==> config.mk <==
export PLATFORM = sky130hd
export DESIGN_NAME = seven_seg_scan_mux
export DESIGN_NICKNAME = d
export VERILOG_FILES = /design/src/rtl/seven_seg_pkg.sv /design/src/rtl/seven_seg_refresh_tick.sv /design/src/rtl/seven_seg_scan_mux.sv
export SDC_FILE = /design/constraint.sdc
export NUM_CORES = 1
export LEC_CHECK = 0
export ABC_AREA = 1
export CORE_ASPECT_RATIO = 0.6
export CORE_UTILIZATION = 57
export DETAILED_ROUTE_END_ITERATION = 7
export DONT_BUFFER_PORTS = 1
export PLACE_DENSITY = 0.86
export SYNTH_ARGS = -nofsm -noshare
export SYNTH_HDL_FRONTEND = slang
export SYNTH_HIERARCHICAL = 1
export SYNTH_SLANG_ARGS = --single-unit
==> constraint.sdc <==
create_clock -name clk -period 1.9 [get_ports clk]
set_input_delay 0.19 -clock clk [delete_from_list [all_inputs] [get_ports clk]]
set_output_delay 0.19 -clock clk [all_outputs]
set_load 0.01 [all_outputs]
==> src/rtl/seven_seg_pkg.sv <==
// ============================================================================
// Module : seven_seg_pkg
// Brief  : Shared types and constants for the 7-segment scan multiplexer.
// Rev    : 1.0  initial release
// ============================================================================
`default_nettype none

package seven_seg_pkg;

    typedef logic [3:0] hex_nibble_t;

    localparam logic       ANODE_OFF = 1'b1;
    localparam logic [6:0] SEG_BLANK = 7'b1111111;

endpackage : seven_seg_pkg

`default_nettype wire

==> src/rtl/seven_seg_refresh_tick.sv <==
// ============================================================================
// Module : seven_seg_refresh_tick
// Brief  : Slot prescaler; flags the last cycle of a slot and the blank window.
// Rev    : 1.0  initial release
// ============================================================================
`default_nettype none

module seven_seg_refresh_tick #(
    parameter  int DIV   = 50000,
    parameter  int BLANK = 16,
    localparam int CNT_W = (DIV > 1) ? $clog2(DIV) : 1
) (
    input  logic             clk,
    input  logic             rst_n,
    output logic             tick_o,
    output logic             in_blank_o,
    output logic [CNT_W-1:0] count_o
);

    logic [CNT_W-1:0] count_q;
    logic [CNT_W-1:0] count_d;

    assign tick_o     = (count_q == CNT_W'(DIV - 1));
    assign count_d    = tick_o ? '0 : count_q + CNT_W'(1);
    assign in_blank_o = (int'(count_q) < BLANK);
    assign count_o    = count_q;

    always_ff @(posedge clk or negedge rst_n) begin
        if (!rst_n) begin
            count_q <= '0;
        end else begin
            count_q <= count_d;
        end
    end

endmodule : seven_seg_refresh_tick

`default_nettype wire

==> src/rtl/seven_seg_scan_mux.sv <==
// ============================================================================
// Module : seven_seg_scan_mux
// Brief  : Double-buffered multi-digit scanner for a common-anode 7-seg display.
//          Optional leading-zero suppression via macro SEVEN_SEG_LZ_BLANK_EN.
// Rev    : 1.0  initial release
// ============================================================================
`default_nettype none

module seven_seg_scan_mux
    import seven_seg_pkg::*;
#(
    parameter  int NUM_DIGITS   = 4,
    parameter  int REFRESH_DIV  = 50000,
    parameter  int BLANK_CYCLES = 16,
    localparam int IDX_W        = $clog2(NUM_DIGITS)
) (
    input  logic                    clk,
    input  logic                    rst_n,
    input  logic [4*NUM_DIGITS-1:0] value_i,
    input  logic                    load_i,
    output logic                    pending_o,
    output hex_nibble_t             hex_digit_o,
    output logic [IDX_W-1:0]        digit_idx_o,
    output logic [NUM_DIGITS-1:0]   digit_en_o
);

    localparam int CNT_W = (REFRESH_DIV > 1) ? $clog2(REFRESH_DIV) : 1;

    logic             w_tick;
    logic             w_in_blank;
    logic [CNT_W-1:0] w_count;
    logic             w_blank_next;
    logic             w_frame;
    logic             w_suppress;

    logic [IDX_W-1:0]        idx_q,      idx_d;
    logic [4*NUM_DIGITS-1:0] display_q,  display_d;
    logic [4*NUM_DIGITS-1:0] pend_val_q, pend_val_d;
    logic                    pending_q,  pending_d;
    hex_nibble_t             hex_q,      hex_d;
    logic [NUM_DIGITS-1:0]   en_q,       en_d;

    seven_seg_refresh_tick #(
        .DIV   (REFRESH_DIV),
        .BLANK (BLANK_CYCLES)
    ) u_refresh_tick (
        .clk        (clk),
        .rst_n      (rst_n),
        .tick_o     (w_tick),
        .in_blank_o (w_in_blank),
        .count_o    (w_count)
    );

    // Outputs are registered, so they are computed from the state the
    // prescaler and digit counter will hold after this edge.
    assign w_blank_next = w_tick ? (BLANK_CYCLES > 0)
                                 : (w_in_blank && (int'(w_count) + 1 < BLANK_CYCLES));
    assign w_frame      = w_tick && (idx_q == IDX_W'(NUM_DIGITS - 1));

`ifdef SEVEN_SEG_LZ_BLANK_EN
    logic [IDX_W-1:0] w_msd;

    always_comb begin
        w_msd = '0;
        for (int i = 1; i < NUM_DIGITS; i++) begin
            if (display_d[4*i +: 4] != 4'h0) begin
                w_msd = IDX_W'(i);
            end
        end
    end

    assign w_suppress = (idx_d > w_msd);
`else
    assign w_suppress = 1'b0;
`endif

    always_comb begin
        idx_d      = idx_q;
        display_d  = display_q;
        pend_val_d = pend_val_q;
        pending_d  = pending_q;

        if (w_tick) begin
            idx_d = w_frame ? '0 : idx_q + IDX_W'(1);
        end

        // A load coinciding with the boundary bypasses the pending buffer.
        if (w_frame) begin
            if (load_i) begin
                display_d = value_i;
            end else if (pending_q) begin
                display_d = pend_val_q;
            end
            pending_d = 1'b0;
        end else if (load_i) begin
            pend_val_d = value_i;
            pending_d  = 1'b1;
        end
    end

    always_comb begin
        hex_d = '0;
        en_d  = '0;
        for (int i = 0; i < NUM_DIGITS; i++) begin
            if (int'(idx_d) == i) begin
                hex_d = display_d[4*i +: 4];
            end
            en_d[i] = (!w_blank_next && !w_suppress && (int'(idx_d) == i)) ? ~ANODE_OFF
                                                                          : ANODE_OFF;
        end
    end

    always_ff @(posedge clk or negedge rst_n) begin
        if (!rst_n) begin
            idx_q      <= '0;
            display_q  <= '0;
            pend_val_q <= '0;
            pending_q  <= 1'b0;
            hex_q      <= '0;
            en_q       <= {NUM_DIGITS{ANODE_OFF}};
        end else begin
            idx_q      <= idx_d;
            display_q  <= display_d;
            pend_val_q <= pend_val_d;
            pending_q  <= pending_d;
            hex_q      <= hex_d;
            en_q       <= en_d;
        end
    end

    assign pending_o   = pending_q;
    assign hex_digit_o = hex_q;
    assign digit_idx_o = idx_q;
    assign digit_en_o  = en_q;

endmodule : seven_seg_scan_mux

`default_nettype wire
# Word-level counts from Yosys, hierarchy flattened
# Cells that the tools add are included.
# totals
ff_bits	59
latch_bits	0
ramBits	0
rom_bits	0
memories	0
# classes
add_sub_neg	3
mul	0
div	0
magnitude_cmp	2
n_eq_ne	5
shifts	0
n_mux	17
n_bitwise	1
reduce_logical	10
# ops
op	count
16-bit two-way mux	4
16-bit by 1-bit adder with 17-bit output (second input constant)	1
17-bit by 5-bit less-than comparator with 1-bit output (second input constant)	1
16-bit by 1-bit adder with 16-bit output (second input constant)	1
16-bit equality test (second input constant)	1
16-bit by 5-bit less-than comparator with 1-bit output (second input constant)	1
4-bit two-way mux	4
1-bit two-way mux	7
2-bit equality test (second input constant)	3
1-bit logical AND	6
2-bit two-way mux	2
2-bit by 1-bit adder with 2-bit output (second input constant)	1
2-bit by 1-bit equality test with 1-bit output (second input constant)	1
2-bit logical NOT	1
2-bit AND reduction	1
2-bit nonzero test	1
1-bit logical NOT	1
1-bit NOT	1

# Depth between registers and ports, before layout
# logic_depth
ltp_word	9
depth_mapped	13
depth_no_buf	13

# Hierarchy
# Netlist, hierarchy kept.
# modules_own_cells
mod	instances	cells_per_inst	area_per_inst_um2	seq_area_each_um2
seven_seg_scan_mux	1	242	2127.0	1081.0
seven_seg_refresh_tick	1	131	945.9	400.4

# Least setup slack after synthesis
# OpenSTA, ideal clock, no wires.
# synth_path
path_type	reg-to-reg
from	reg u_refresh_tick.count_q[0] (netlist: u_refresh_tick/count_o[0])
to	reg pend_val_q[10]
arrival_ps	1969
required_ps	1775
setup_slack_ps	-193
path_stages_with_launch	10
path_buffers	1
synth_period_minus_slack_ps	2093
cell_sequence	dfrtp_1 -> ha_1 -> nand3_2 -> nor2_1 -> nand2_1 -> inv_2 -> nand2_2 -> nand2_1 -> buf_4 -> mux2_2
# synth_between
elab_chain_len	4
# synth_rtl
item	line	source
start, declared	seven_seg_refresh_tick.sv:20	logic [CNT_W-1:0] count_q;
start signal, assigned	seven_seg_refresh_tick.sv:32	count_q <= count_d;
16-bit equality test	seven_seg_refresh_tick.sv:23	assign tick_o = (count_q == CNT_W'(DIV - 1));
named net w_tick	seven_seg_scan_mux.sv:29	logic w_tick;
1-bit logical AND	seven_seg_scan_mux.sv:58	assign w_frame = w_tick && (idx_q == IDX_W'(NUM_DIGITS - 1));
1-bit NOT (no line)	n/a	
2-bit AND reduction (no line)	n/a	
end signal, assigned	seven_seg_scan_mux.sv:124	pend_val_q <= pend_val_d;
end, declared	seven_seg_scan_mux.sv:38	logic [4*NUM_DIGITS-1:0] pend_val_q, pend_val_d;
# The timed path passes the listed nets, and every way through them passes these cells.
# A chain may end at the register's enable or synchronous reset.

# Worst setup path after layout
# layout_path
from	reg u_refresh_tick.count_q[7] (netlist: u_refresh_tick/count_o[7])
to	reg hex_q[1] (netlist: hex_digit_o[1])
# layout_between
elab_chain_len	9
elab_cells_between_ends	13
classes_between	eq/ne: 4; mux: 7; reduce/logical: 2
# layout_rtl
item	line	source
16-bit equality test (*)	seven_seg_refresh_tick.sv:23	
named net w_tick	seven_seg_scan_mux.sv:29	
1-bit logical AND	seven_seg_scan_mux.sv:58	
2-bit two-way mux	seven_seg_scan_mux.sv:84	idx_d = w_frame ? '0 : idx_q + IDX_W'(1);
2-bit two-way mux (*)	seven_seg_scan_mux.sv:83	if (w_tick) begin
named net idx_d[0]	seven_seg_scan_mux.sv:36	logic [IDX_W-1:0] idx_q, idx_d;
2-bit logical NOT	seven_seg_scan_mux.sv:105	if (int'(idx_d) == i) begin
4-bit two-way mux (3 in a row)	seven_seg_scan_mux.sv:105	
4-bit two-way mux (*)	seven_seg_scan_mux.sv:105	
named net hex_d[1]	seven_seg_scan_mux.sv:40	hex_nibble_t hex_q, hex_d;
end signal, assigned	seven_seg_scan_mux.sv:119	hex_q <= '0;
end signal, assigned	seven_seg_scan_mux.sv:126	hex_q <= hex_d;
end, declared	seven_seg_scan_mux.sv:40	
# The timed path passes the listed nets; every way through them passes the cells marked *.

==> run_results.csv <==
group,metric,value,unit
outcome,outcome,"finished, violations left",
outcome,violations,"setup timing",
route,first_pass_iters,7,
grt,grt_pass1_vias,2726,
power,power_density,731,nW/um^2
final_layout,final_util,0.769,
logic_synthesis,syn_area,3070,sq um
logic_synthesis,synthCells,373,
logic_synthesis,syn_nets,394,
cts,cts_num_sinks,59,
route,routedWlPerCell,20.5,microns
power,p_leak,1.76,nW
grt,grt_usage,0.325,
die,core_area,5130,sq um
timing,fin_tns_setup,-1.72,ns
cts,clk_path_buf_depth,2,
cts,cts_tree,"done",
timing,drv_slew,0,
timing,skew,0.0166,ns
timing,fmax,478,MHz
die,die_area,5700,sq um
logic_synthesis,synth.avg_cell_area,8.24,sq um
route,drt.antenna.violating_nets,0,
route,wirelength,10200,microns
final_layout,multiInputGateArea,1560,sq um
grt,antenna_found_initial,0,
grt,grt_pass1_wl,13900,microns
cts,clk_latency,0.35,ns
logic_synthesis,synth_top_area_frac,0.448,
worst_hold_path,worstHoldPathCells,1,
final_layout,fillCellCount,305,
die,start_util,0.599,
critical_path,crit_arrival,2.36,ns
critical_path,rr_worst_depth,11,
timing,rsz0062_at_grt,"yes",
critical_path,r2r_slack,-0.19,ns
power,ir_worst_vdd,521,uV
die,die_width,96.8,microns
timing,period_share,1.10,
worst_hold_path,min_to,"pend_val_q[12]",
grt,grt_overflow,0,
critical_path,path_class,"reg -> reg",
place,dpl_worst_slack,-0.139,ns
final_layout,drive_gt1_frac,0.301,
final_layout,layout_common_cells,"nand2_1, nor2_1, dfrtp_1",
place,io_buffers,0,
die,fp-row-count,20,
job,drv_cap,0,
place,place_congestion,1.02,
critical_path,start_kind,"flop",
final_layout,nNetsFinal,445,
cts,cts.clk_slew.worst_paths,0.07,ns
timing,hold_violations,0,
critical_path,r2r_start,"u_refresh_tick/count_o[7]",
critical_path,end_kind,"flop",
grt,grt_start_max_net_pins,60,
final_layout,final_common_cell,"nand2_1",
logic_synthesis,synth_seq_area_share,0.482,
final_layout,area_delta_synth_final,28.4,%
worst_hold_path,hp-class,"in -> reg",
route,drt_iter0_markers,439,
timing,fin_crit,2.09,ns
logic_synthesis,netlist.top_cell.by_area,"dfrtp_1",
final_layout,antennaDiodeCount,0,
route,vias,3159,
timing,finalWorstSetupSlack,-0.192,ns
critical_path,r2r_end,"hex_digit_o[1]",
cts,cts_root_buffer,"clkbuf_8",
logic_synthesis,ys.warnings.count,6,
place,place_inst,458,
final_layout,final_cell_count_no_fill,495,
die,ios,30,
critical_path,cp.required,2.17,ns
critical_path,critPathMaxFanout,6,
final_layout,seqCellArea,1480,sq um
die,fp.dieH,58.9,microns
logic_synthesis,async_flop_share,1.00,
route,detail_route.vias_per_cell,6.38,
route,drc,0,
worst_hold_path,min-delay-start,"value_i[12]",
timing,setup_violations,26,
cts,numCtsBuffers,9,
logic_synthesis,synthTopCellsByArea,"dfrtp_1, nand2_1, nor2_1",
logic_synthesis,synth_seq_cells,59,
logic_synthesis,yosysUniqueCellTypes,36,
timing,maxSlewHeadroom,0.543,
cts,htree_levels,3,
timing,worst_pin_slew,0.684,ns
logic_synthesis,synth-edff-count,0,
logic_synthesis,synth-main-ff-cell,"dfrtp_1",
place,dp_hpwl,5830,microns
==> cell usage after synthesis, types with 3 or more instances <==
cell type  number
dfrtp_1        55
nor2_1         63
nand2_2         5
nand2_1        86
inv_2           9
nor3_1          5
a21oi_2         5
xor2_1          5
mux2_2         16
o22ai_1        16
o21ai_1         3
nand3_1        24
inv_1          29
a21oi_1        14
nand4_1         9
nor2_2          3
dfstp_2         4
==> area by class of cell <==
class	instances	share of cell area
Clock buffer	11	0.0358
Clock inverter	5	0.0254
Inverter	40	0.0393
Multi-Input combinational cell	269	0.396
Sequential cell	59	0.376
Tap cell	66	0.0209
Timing Repair Buffer	45	0.106
==> cells by family (layout without fill, tap and decap cells) <==
family          after synthesis  after routing  synth area share
simple gates                202            202             0.286
flops                        59             59             0.482
compound gates               44             44            0.0912
xor+xnor                      5              5            0.0143
fa+ha+maj                     2              2           0.00814
mux                          16             16            0.0586
buf+inv                      45            101            0.0594
==> per-stage QoR <==
step / instance area, sq um / power, mW / hold slack [ns]
after global routing: 3950 / 2.95 / -0.000120
after detailed placement: 3350 / 1.43 / -0.105
after CTS: 3790 / 2.85 / 0.00140
final: 3950 / 2.89 / 0.0102
after floorplan: 3090 / 1.40 / -0.106
after global placement: 3350 / 1.42 / -0.105
==> critical path, cell delays in order, from the launching register on <==
cell and delay, ns:
dfrtp_1 0.41, inv_1 0.10, nand4_1 0.13, nor2_1 0.22, nand2_2 0.13, inv_4 0.14
nor2_1 0.10, nor2_4 0.23, inv_1 0.15, nor2_4 0.22, nand2_1 0.09, nand4_1 0.10
==> metal layers <==
layer / GRT usage / part of all wire / up-vias
li1: - / - / 1323
met3: 0.115 / 0.15 / 83
met5: 0 / 0 / -
met4: 0.126 / 0.058 / 0
met2: 0.472 / 0.43 / 300
met1: 0.451 / 0.37 / 1453
==> state kept, by name (all words and copies together) (netlist names) <==
| register | cells |
|---|---|
| pend_val_q | 16 |
| pending_o | 1 |
| hex_digit_o | 4 |
| digit_en_o | 4 |
| u_refresh_tick/count_o | 16 |
| display_q | 16 |
| digit_idx_o | 2 |
==> how the worst max path moves through the flow <==
stage / start / end / slack [ns] / cells past startpoint
finish: u_refresh_tick/count_o[7] / hex_digit_o[1] / -0.19 / 11
global route: u_refresh_tick/count_o[7] / hex_digit_o[2] / -0.21 / 12
CTS: u_refresh_tick/count_o[1] / hex_digit_o[1] / -0.006 / 12
detailed placement: u_refresh_tick/count_o[5] / hex_digit_o[1] / -0.14 / 12
global placement: u_refresh_tick/count_o[1] / hex_digit_o[3] / 0.03 / 12
floorplan: u_refresh_tick/count_o[0] / pend_val_q[10] / 0.02 / 9
==> power breakdown <==
group	switching, mW	internal (mW)
registers	0.0191	1.29
logic	0.0828	0.0807
clock network	0.509	0.903
total	0.611	2.27
==> repair_timing <==
action | 4_1_cts | 5_1_grt
gates cloned | 0 | 0
setup buffers | 3 | 4
endpoints found under the setup margin | 27 | 30
hold buffers | 12 | 2
gates resized for setup | 11 | 30
pin swaps | 1 | 7
endpoints found under the hold margin | 69 | 2
No activity file was read; power rests on OpenSTA's default activity.
